File: config.mk
export PLATFORM = sky130hd
export DESIGN_NAME = vga_sig_gen
export DESIGN_NICKNAME = d
export VERILOG_FILES = /design/src/rtl/vga_sig_gen_pkg.sv /design/src/rtl/vga_sig_gen_generic_counter.sv /design/src/rtl/vga_sig_gen.sv
export SDC_FILE = /design/constraint.sdc
export NUM_CORES = 1
export LEC_CHECK = 0
export BUFFER_PORTS_ARGS = -buffer_cell sky130_fd_sc_hd__buf_2
export CAP_MARGIN = 20
export CORE_MARGIN = 3
export CORE_UTILIZATION = 50
export DETAILED_ROUTE_END_ITERATION = 7
export GPL_ROUTABILITY_DRIVEN = 0
export HOLD_SLACK_MARGIN = 0.08
export PLACE_DENSITY = 0.84
export SYNTH_ARGS = -nofsm -noshare
export SYNTH_HDL_FRONTEND = slang
export SYNTH_SLANG_ARGS = --single-unit
File: constraint.sdc
create_clock -name CLK -period 4 [get_ports CLK]
set_input_delay 0.2 -clock CLK [delete_from_list [all_inputs] [get_ports CLK]]
set_output_delay 0.2 -clock CLK [all_outputs]
set_load 0.005 [all_outputs]
File: src/rtl/vga_sig_gen_pkg.sv
// Shared VGA 640x480@60 timing, frame-buffer window geometry and colour format.
package vga_sig_gen_pkg;

  localparam int CNT_W    = 10;
  localparam int ADDR_W   = 15;
  localparam int COLOUR_W = 8;   // RGB 3-3-2

  typedef logic [CNT_W-1:0] cnt_t;

  // Line: sync 0-95, back porch to 143, visible 144-783, front porch to 799
  localparam cnt_t H_SYNC_END  = 10'd95;
  localparam cnt_t H_VIS_START = 10'd144;
  localparam cnt_t H_VIS_END   = 10'd783;
  localparam cnt_t H_MAX       = 10'd799;

  // Frame: sync 0-1, back porch to 34, visible 35-514, front porch to 524
  localparam cnt_t V_SYNC_END  = 10'd1;
  localparam cnt_t V_VIS_START = 10'd35;
  localparam cnt_t V_VIS_END   = 10'd514;
  localparam cnt_t V_MAX       = 10'd524;

  // 256x128 buffer shown 2x2 scaled, centred in the visible area
  localparam cnt_t WIN_X_MIN = 10'd64;
  localparam cnt_t WIN_X_MAX = 10'd575;
  localparam cnt_t WIN_Y_MIN = 10'd112;
  localparam cnt_t WIN_Y_MAX = 10'd367;

  function automatic logic in_span(cnt_t v, cnt_t lo, cnt_t hi);
    return (v >= lo) && (v <= hi);
  endfunction

endpackage

File: src/rtl/vga_sig_gen_generic_counter.sv
// Wrapping 0..MAX counter; TRIG_OUT flags the enabled cycle that wraps, for chaining.
module generic_counter #(
  parameter int WIDTH = 10,
  parameter int MAX   = 799
) (
  input  logic             CLK,
  input  logic             RESETN,
  input  logic             ENABLE,
  output logic [WIDTH-1:0] COUNT,
  output logic             TRIG_OUT
);

  assign TRIG_OUT = ENABLE && (COUNT == WIDTH'(MAX));

  always_ff @(posedge CLK or negedge RESETN) begin
    if (!RESETN)     COUNT <= '0;
    else if (ENABLE) COUNT <= TRIG_OUT ? '0 : COUNT + 1'b1;
  end

endmodule

File: src/rtl/vga_sig_gen.sv
// VGA sync/colour generator scanning a 256x128 1-bpp frame buffer at 2x scale.
module vga_sig_gen
  import vga_sig_gen_pkg::*;
#(
  parameter logic [COLOUR_W-1:0] FG_DEFAULT = 8'hFF,
  parameter logic [COLOUR_W-1:0] BG_DEFAULT = 8'h03
) (
  input  logic                CLK,
  input  logic                RESETN,
  input  logic                FG_SEL,
  input  logic                BG_SEL,
  input  logic [COLOUR_W-1:0] FG_COLOUR,
  input  logic [COLOUR_W-1:0] BG_COLOUR,
  output logic [ADDR_W-1:0]   B_ADDR,
  input  logic                B_DATA,
  output logic                VGA_HS,
  output logic                VGA_VS,
  output logic [COLOUR_W-1:0] VGA_COLOUR,
  output logic                FRAME_START
);

  logic pix_en;
  cnt_t hcount, vcount, x, y;
  logic h_wrap, v_wrap, visible, in_win;
  logic [COLOUR_W-1:0] fg, bg;

  always_ff @(posedge CLK or negedge RESETN) begin
    if (!RESETN) pix_en <= 1'b0;
    else         pix_en <= ~pix_en;
  end

  generic_counter #(.WIDTH(CNT_W), .MAX(int'(H_MAX))) u_hcnt (
    .CLK(CLK), .RESETN(RESETN), .ENABLE(pix_en), .COUNT(hcount), .TRIG_OUT(h_wrap)
  );

  generic_counter #(.WIDTH(CNT_W), .MAX(int'(V_MAX))) u_vcnt (
    .CLK(CLK), .RESETN(RESETN), .ENABLE(h_wrap), .COUNT(vcount), .TRIG_OUT(v_wrap)
  );

  // Vertical wrap only fires on a pixel tick at the last pixel of the last line
  assign FRAME_START = v_wrap;

  // x/y wrap to large values during blanking; visible gates them first
  assign x       = hcount - H_VIS_START;
  assign y       = vcount - V_VIS_START;
  assign visible = in_span(hcount, H_VIS_START, H_VIS_END) && in_span(vcount, V_VIS_START, V_VIS_END);
  assign in_win  = visible && in_span(x, WIN_X_MIN, WIN_X_MAX) && in_span(y, WIN_Y_MIN, WIN_Y_MAX);

  assign B_ADDR = in_win ? {7'((y - WIN_Y_MIN) >> 1), 8'((x - WIN_X_MIN) >> 1)} : '0;

  assign fg = FG_SEL ? FG_COLOUR : FG_DEFAULT;
  assign bg = BG_SEL ? BG_COLOUR : BG_DEFAULT;

  // B_DATA arrives one CLK after B_ADDR, so the pixel-tick edge sees the matching bit
  always_ff @(posedge CLK or negedge RESETN) begin
    if (!RESETN) begin
      VGA_HS     <= 1'b1;
      VGA_VS     <= 1'b1;
      VGA_COLOUR <= '0;
    end else if (pix_en) begin
      VGA_HS <= hcount > H_SYNC_END;
      VGA_VS <= vcount > V_SYNC_END;
      if (!visible)              VGA_COLOUR <= '0;
      else if (in_win && B_DATA) VGA_COLOUR <= fg;
      else                       VGA_COLOUR <= bg;
    end
  end

endmodule

---- After elaboration in Yosys (flattened, before gate mapping) ----
Index checks and enable logic that the tools add are counted.
W data, S select, Z words.
storage, ports and cells
  flip-flop bits (word level) ............. 31
  output and inout port bits .............. 26
  logic and storage cells ................. 42
cells by class
  $add $sub $neg .......................... 6
  order comparisons ....................... 10
  eq/ne operators ......................... 2
  mux-type cells .......................... 7
  bitwise gates (word level) .............. 1
  reduce and logical (&&, ||, !) cells .... 10
operators by type and width
  operator                 number
  $mux W8                  4
  $le A10 B10 Y1 const B   3
  $add A10 B1 Y10 const B  2
  $eq A10 B10 Y1 const B   2
  $ge A10 B7 Y1 const B    2
  $mux W10                 2
  $mux W15                 1
  $ge A10 B6 Y1 const B    1
  $ge A10 B8 Y1 const B    1
  $gt A10 B1 Y1 const B    1
  $gt A10 B7 Y1 const B    1
  $le A10 B9 Y1 const B    1
  $logic_and A1 B1 Y1      10
  $sub A10 B6 Y10 const B  1
  $sub A10 B8 Y10 const B  1
  $sub A9 B7 Y9 const B    1
  $sub A8 B7 Y8 const B    1
  $not A1 Y1               1

---- Logic depth before layout (Yosys ltp) ----
  depth in word-level cells ............... 8
  depth in mapped cells ................... 12
  gate-level depth less buffers ........... 11

---- Cells and area by module ----
Synthesis repeated with hierarchy kept, for this count alone.
second synthesis, totals
  cell total of the unflattened synthesis .. 270
  area total of the unflattened synthesis .. 2456.1 µm²
modules (own cells, without submodules)
  module                     times used  cells each  area each (µm²)  seq. area each (µm²)
  vga_sig_gen                1           171         1385.1           277.8
  generic_counter at u_vcnt  1           52          544.3            250.2
  generic_counter at u_hcnt  1           47          526.8            250.2

---- Worst setup path before layout ----
Ideal clock, no wire load.
  path kind ............................... register to register
  start point ............................. register u_vcnt.COUNT[1]
  end point ............................... register VGA_COLOUR[2]
  library setup time ...................... 0.090 ns
  data arrival time ....................... 2.966 ns
  setup slack ............................. 0.944 ns
  stages on the path, launching flop included .. 12
  path buffers ............................ 2
  clock period less this slack ............ 3.056 ns
  cells stage by stage .................... dfrtp_1 -> ha_1 -> buf_2 -> nor3_2 -> xor2_1 -> ha_1 -> a221o_1 -> a221oi_2 -> nor3_1 -> or4_1 -> buf_2 -> o221ai_1
on the way
  word-level cells in the longest chain between the ends .. 8
  elaborated cells between the ends (all ways) .. 13
  classes of those cells .................. 1 x add/sub; 4 x order compare; 2 x mux; 6 x reduce/logical
ends and longest elaborated chain
  what                                                                     line                               source
  from (decl)                                                              vga_sig_gen_generic_counter.sv:9   output logic [WIDTH-1:0] COUNT,
  from (signal assigned)                                                   vga_sig_gen_generic_counter.sv:17  else if (ENABLE) COUNT <= TRIG_OUT ? '0 : COUNT + 1'b1;
  parallel branches: the longest is 7 deep, another holds $sub A10 B6 Y10  -
  $mux W8 *                                                                vga_sig_gen.sv:63                  if (!visible) VGA_COLOUR <= '0;
  to (signal assigned)                                                     vga_sig_gen.sv:64                  else if (in_win && B_DATA) VGA_COLOUR <= fg;
  to (signal assigned)                                                     vga_sig_gen.sv:65                  else VGA_COLOUR <= bg;
  to (decl)                                                                vga_sig_gen.sv:18                  output logic [COLOUR_W-1:0] VGA_COLOUR,
Every way passes the cells marked *.
A chain may end at the register's enable or synchronous reset.

---- Final worst setup path ----
  start point ............................. register u_vcnt.COUNT[1]
  end point ............................... output B_ADDR[7]
on the way
  word-level cells in the longest chain between the ends .. 6
  elaborated cells between the ends (all ways) .. 11
  classes of those cells .................. 1 x add/sub; 4 x order compare; 1 x mux; 5 x reduce/logical
ends and longest elaborated chain
  what                                                                     line               source
  parallel branches: the longest is 4 deep, another holds $sub A10 B6 Y10  -
  $logic_and A1 B1 Y1 *                                                    vga_sig_gen.sv:47  assign in_win = visible && in_span(x, WIN_X_MIN, WIN_X_MAX) && in_span(y, WIN_Y_MIN, WIN_Y_MAX);
  $mux W15 *                                                               vga_sig_gen.sv:49  assign B_ADDR = in_win ? {7'((y - WIN_Y_MIN) >> 1), 8'((x - WIN_X_MIN) >> 1)} : '0;
  to (decl)                                                                vga_sig_gen.sv:14  output logic [ADDR_W-1:0] B_ADDR,
Marked as above.

==> summary.md <==
| Metric | Value |
|---|---|
| IO Count | `47` |
| Clock Latency Late Sink | `0.29 ns` |
| # Post-CTS Setup Buffers | `0` |
| Min-delay src | `BG_COLOUR[0]` |
| Slew @ Worst Pin | `0.721 ns` |
| Met2 Usage GRT | `0.347` |
| Cell Pwr Density | `232 nW/um^2` |
| # diodes | `0` |
| Core Region | `4560 um^2` |
| H-tree Lvls | `2` |
| Mapped cell area | `2470 um^2` |
| Critical Path End Type | `output port` |
| Worst min path class | `in -> reg` |
| Hold EP | `VGA_COLOUR[0]` |
| Area growth syn-to-layout | `16.3%` |
| Vias in the first global route | `2166` |
| Yosys reg bits | `31` |
| DRT Pass-1 Iters | `5` |
| Met1 Usage GRT | `0.291` |
| Max-cap violations | `0` |
| Initial antenna violation count | `0` |
| Most used flip-flop cell after synthesis | `dfrtp_1` |
| Critical Path Fanout Max | `12` |
| Clock Path Buffers | `2` |
| Final Max Slew Viols | `0` |
| Die width | `76.2 um` |
| CP Data Arrival Time | `3.48 ns` |
| Fin. Hold Viols | `0` |
| Post-synth top area share | `0.294` |
| Multi-input gate area | `1500 um^2` |
| Register area share after synthesis | `0.316` |
| Total Routing Usage GR | `0.218` |
| Die footprint | `5810 um^2` |
| F_max | `272 MHz` |
| Flop-to-flop setup slack | `0.60 ns` |
| Root buffer cell | `clkbuf_8` |
| Busiest grt layer | `met2` |
| Met3 Resource Use GR | `0.0496` |
| Mean post-synth cell area | `8.30 um^2` |
| Ys async rst share | `1.00` |
| Setup violators final | `0` |
| Period utilization | `0.920` |
| First-iteration detailed-routing DRC count | `243` |
| Post-synth cell types | `54` |
| FP Rows | `24` |
| CTS Buf Count | `5` |
| LEAKAGE | `1.39 nW` |
| Placement-stage cell area | `2740 um^2` |
| Leading area contributor after synthesis | `dfrtp_1` |
| Top cells by area, synth | `dfrtp_1 29%, ha_1 8.6%, nor2_1 4.6%` |
| Reg-to-reg critical path endpoint | `VGA_COLOUR[3]` |
| Reg area | `778 um^2` |
| CTS tree | `yes` |
| RSZ-0062 raised after global routing | `false` |
| Die height | `76.2 um` |
| Routed WL | `6.10 mm` |
| Syn Nets | `335` |
| Commonest non-fill, non-tap cell in the layout | `buf_2` |
| Normalized max-slew margin | `0.519` |
| Global-route wire length before repair | `10.5 mm` |
| R2r startpoint | `u_vcnt.COUNT[1]` |
| Post-synth EDFFs | `0` |
| Worst vdd ir | `0.000172 V` |
| Yosys Warn Count | `0` |
| Largest net degree at the start of global routing | `32` |
| Post-route cell area | `2870 um^2` |
| Hpwl dp | `4.49 mm` |
| Layout Nets | `380` |
| Tmin final | `3.68 ns` |
| Starting Density | `0.540` |
| Final ANT Viol Nets | `0` |
| Layout cells sized above 1 | `0.216` |
| Clock Skew | `0.0125 ns` |
| Commonest non-fill, non-tap cells in the layout | `46 x buf_2, 30 x nor2_1, 29 x dfrtp_1, 27 x nand2_1, 25 x inv_1` |
| CP required | `3.80 ns` |
| Critical setup path kind | `reg -> out` |
| TNS Setup | `0 ns` |
| Clock slew at the register clock pins of the worst setup and hold paths | `0.08 ns` |
| Worst Reg2Reg Path Length in Cells | `9` |
| Grt ovf | `0` |
| Routed WL per cell | `14.9 um` |
| DR DRC count | `0` |
| Hold Path Depth | `3` |
| DR vias | `2317` |
| Sink Count | `31` |
| PortBufs | `46` |
| Hold WS | `0.187 ns` |
| Via density | `5.68` |
| Critical Path Start Type | `flop` |
| # fillers | `425` |
| Cells after synthesis | `297` |
| Overall power | `0.000664 W` |
| Status | `finished clean` |
layout make-up:
type	count	share of cell area
multi-input combinational	223	0.522
sequential	31	0.271
tap	65	0.0283
clock inverter	2	0.0122
inverter	27	0.0353
timing repair buffer	54	0.102
clock buffer	6	0.0288
layer usage:
metal,routed length (um),part of all wire
met1,2730,0.45
met2,2790,0.46
met3,459,0.075
met4,112,0.018
met5,0,0
cell families after synthesis:
family | synth area share
muxes | 0.00406
adders and majority gates | 0.0862
and+or+nand+nor | 0.241
DFF | 0.316
xor gates and xnor gates | 0.0533
buffers and inverters | 0.0771
AOI/OAI and AO/OA | 0.223
synthesized netlist by cell type (6+ instances only):
cell type	count
nor3_1	7
nor2b_1	10
dfrtp_1	29
inv_1	25
xnor2_1	12
a21oi_1	14
clkbuf_1	7
nand3_1	9
nand2_1	27
and2_1	6
nor2_1	30
o221ai_1	8
ha_1	17
o21ai_0	17
worst max-delay path, cell delays in order, from the launching register on:
cell and delay [ns]:
dfrtp_1 0.56, ha_1 0.50, nor3_2 0.11, xor2_1 0.19, ha_1 0.26, a221o_1 0.33, a221oi_2 0.32, or3_1 0.19
nand3_1 0.22, buf_4 0.26, a21oi_1 0.11, buf_2 0.12
how the worst max path moves through the flow:
stage / from / end / slack, ns / depth (start not counted)
floorplan: u_vcnt.COUNT[1] / VGA_COLOUR[2] / 0.94 / 11
global route: u_vcnt.COUNT[1] / B_ADDR[3] / 0.06 / 12
CTS: u_vcnt.COUNT[1] / B_ADDR[7] / 0.37 / 11
finish: u_vcnt.COUNT[1] / B_ADDR[7] / 0.32 / 11
global placement: u_vcnt.COUNT[1] / B_ADDR[7] / 0.79 / 11
detailed placement: u_vcnt.COUNT[1] / VGA_COLOUR[3] / 0.62 / 9
report_power, final:
group	switching, W	internal [W]
Combinational	0.0000135	0.0000111
Clock	0.000125	0.000202
Sequential	0	0.000313
Total	0.000138	0.000526
registers in the layout (all words and copies together), names as in the netlist:
name	cells
VGA_VS	1
u_vcnt.COUNT	10
VGA_COLOUR	8
pix_en	1
u_hcnt.COUNT	10
VGA_HS	1
metrics by stage:
stage / utilization / worst slack (ns) / instances
after floorplan: - / 0.944 / 297
after global placement: 0.601 / 0.787 / 399
after global routing: 0.629 / 0.0637 / 408
after CTS: 0.629 / 0.368 / 408
after detailed placement: 0.601 / 0.623 / 399
final: 0.629 / 0.322 / 408
what timing repair did:
item / CTS / global route
setup endpoints to repair: 0 / 0
resized for setup: 0 / 0
hold buffers: 1 / 0
hold endpoints to repair: 29 / 0
Power figures use the tool's default switching activity.
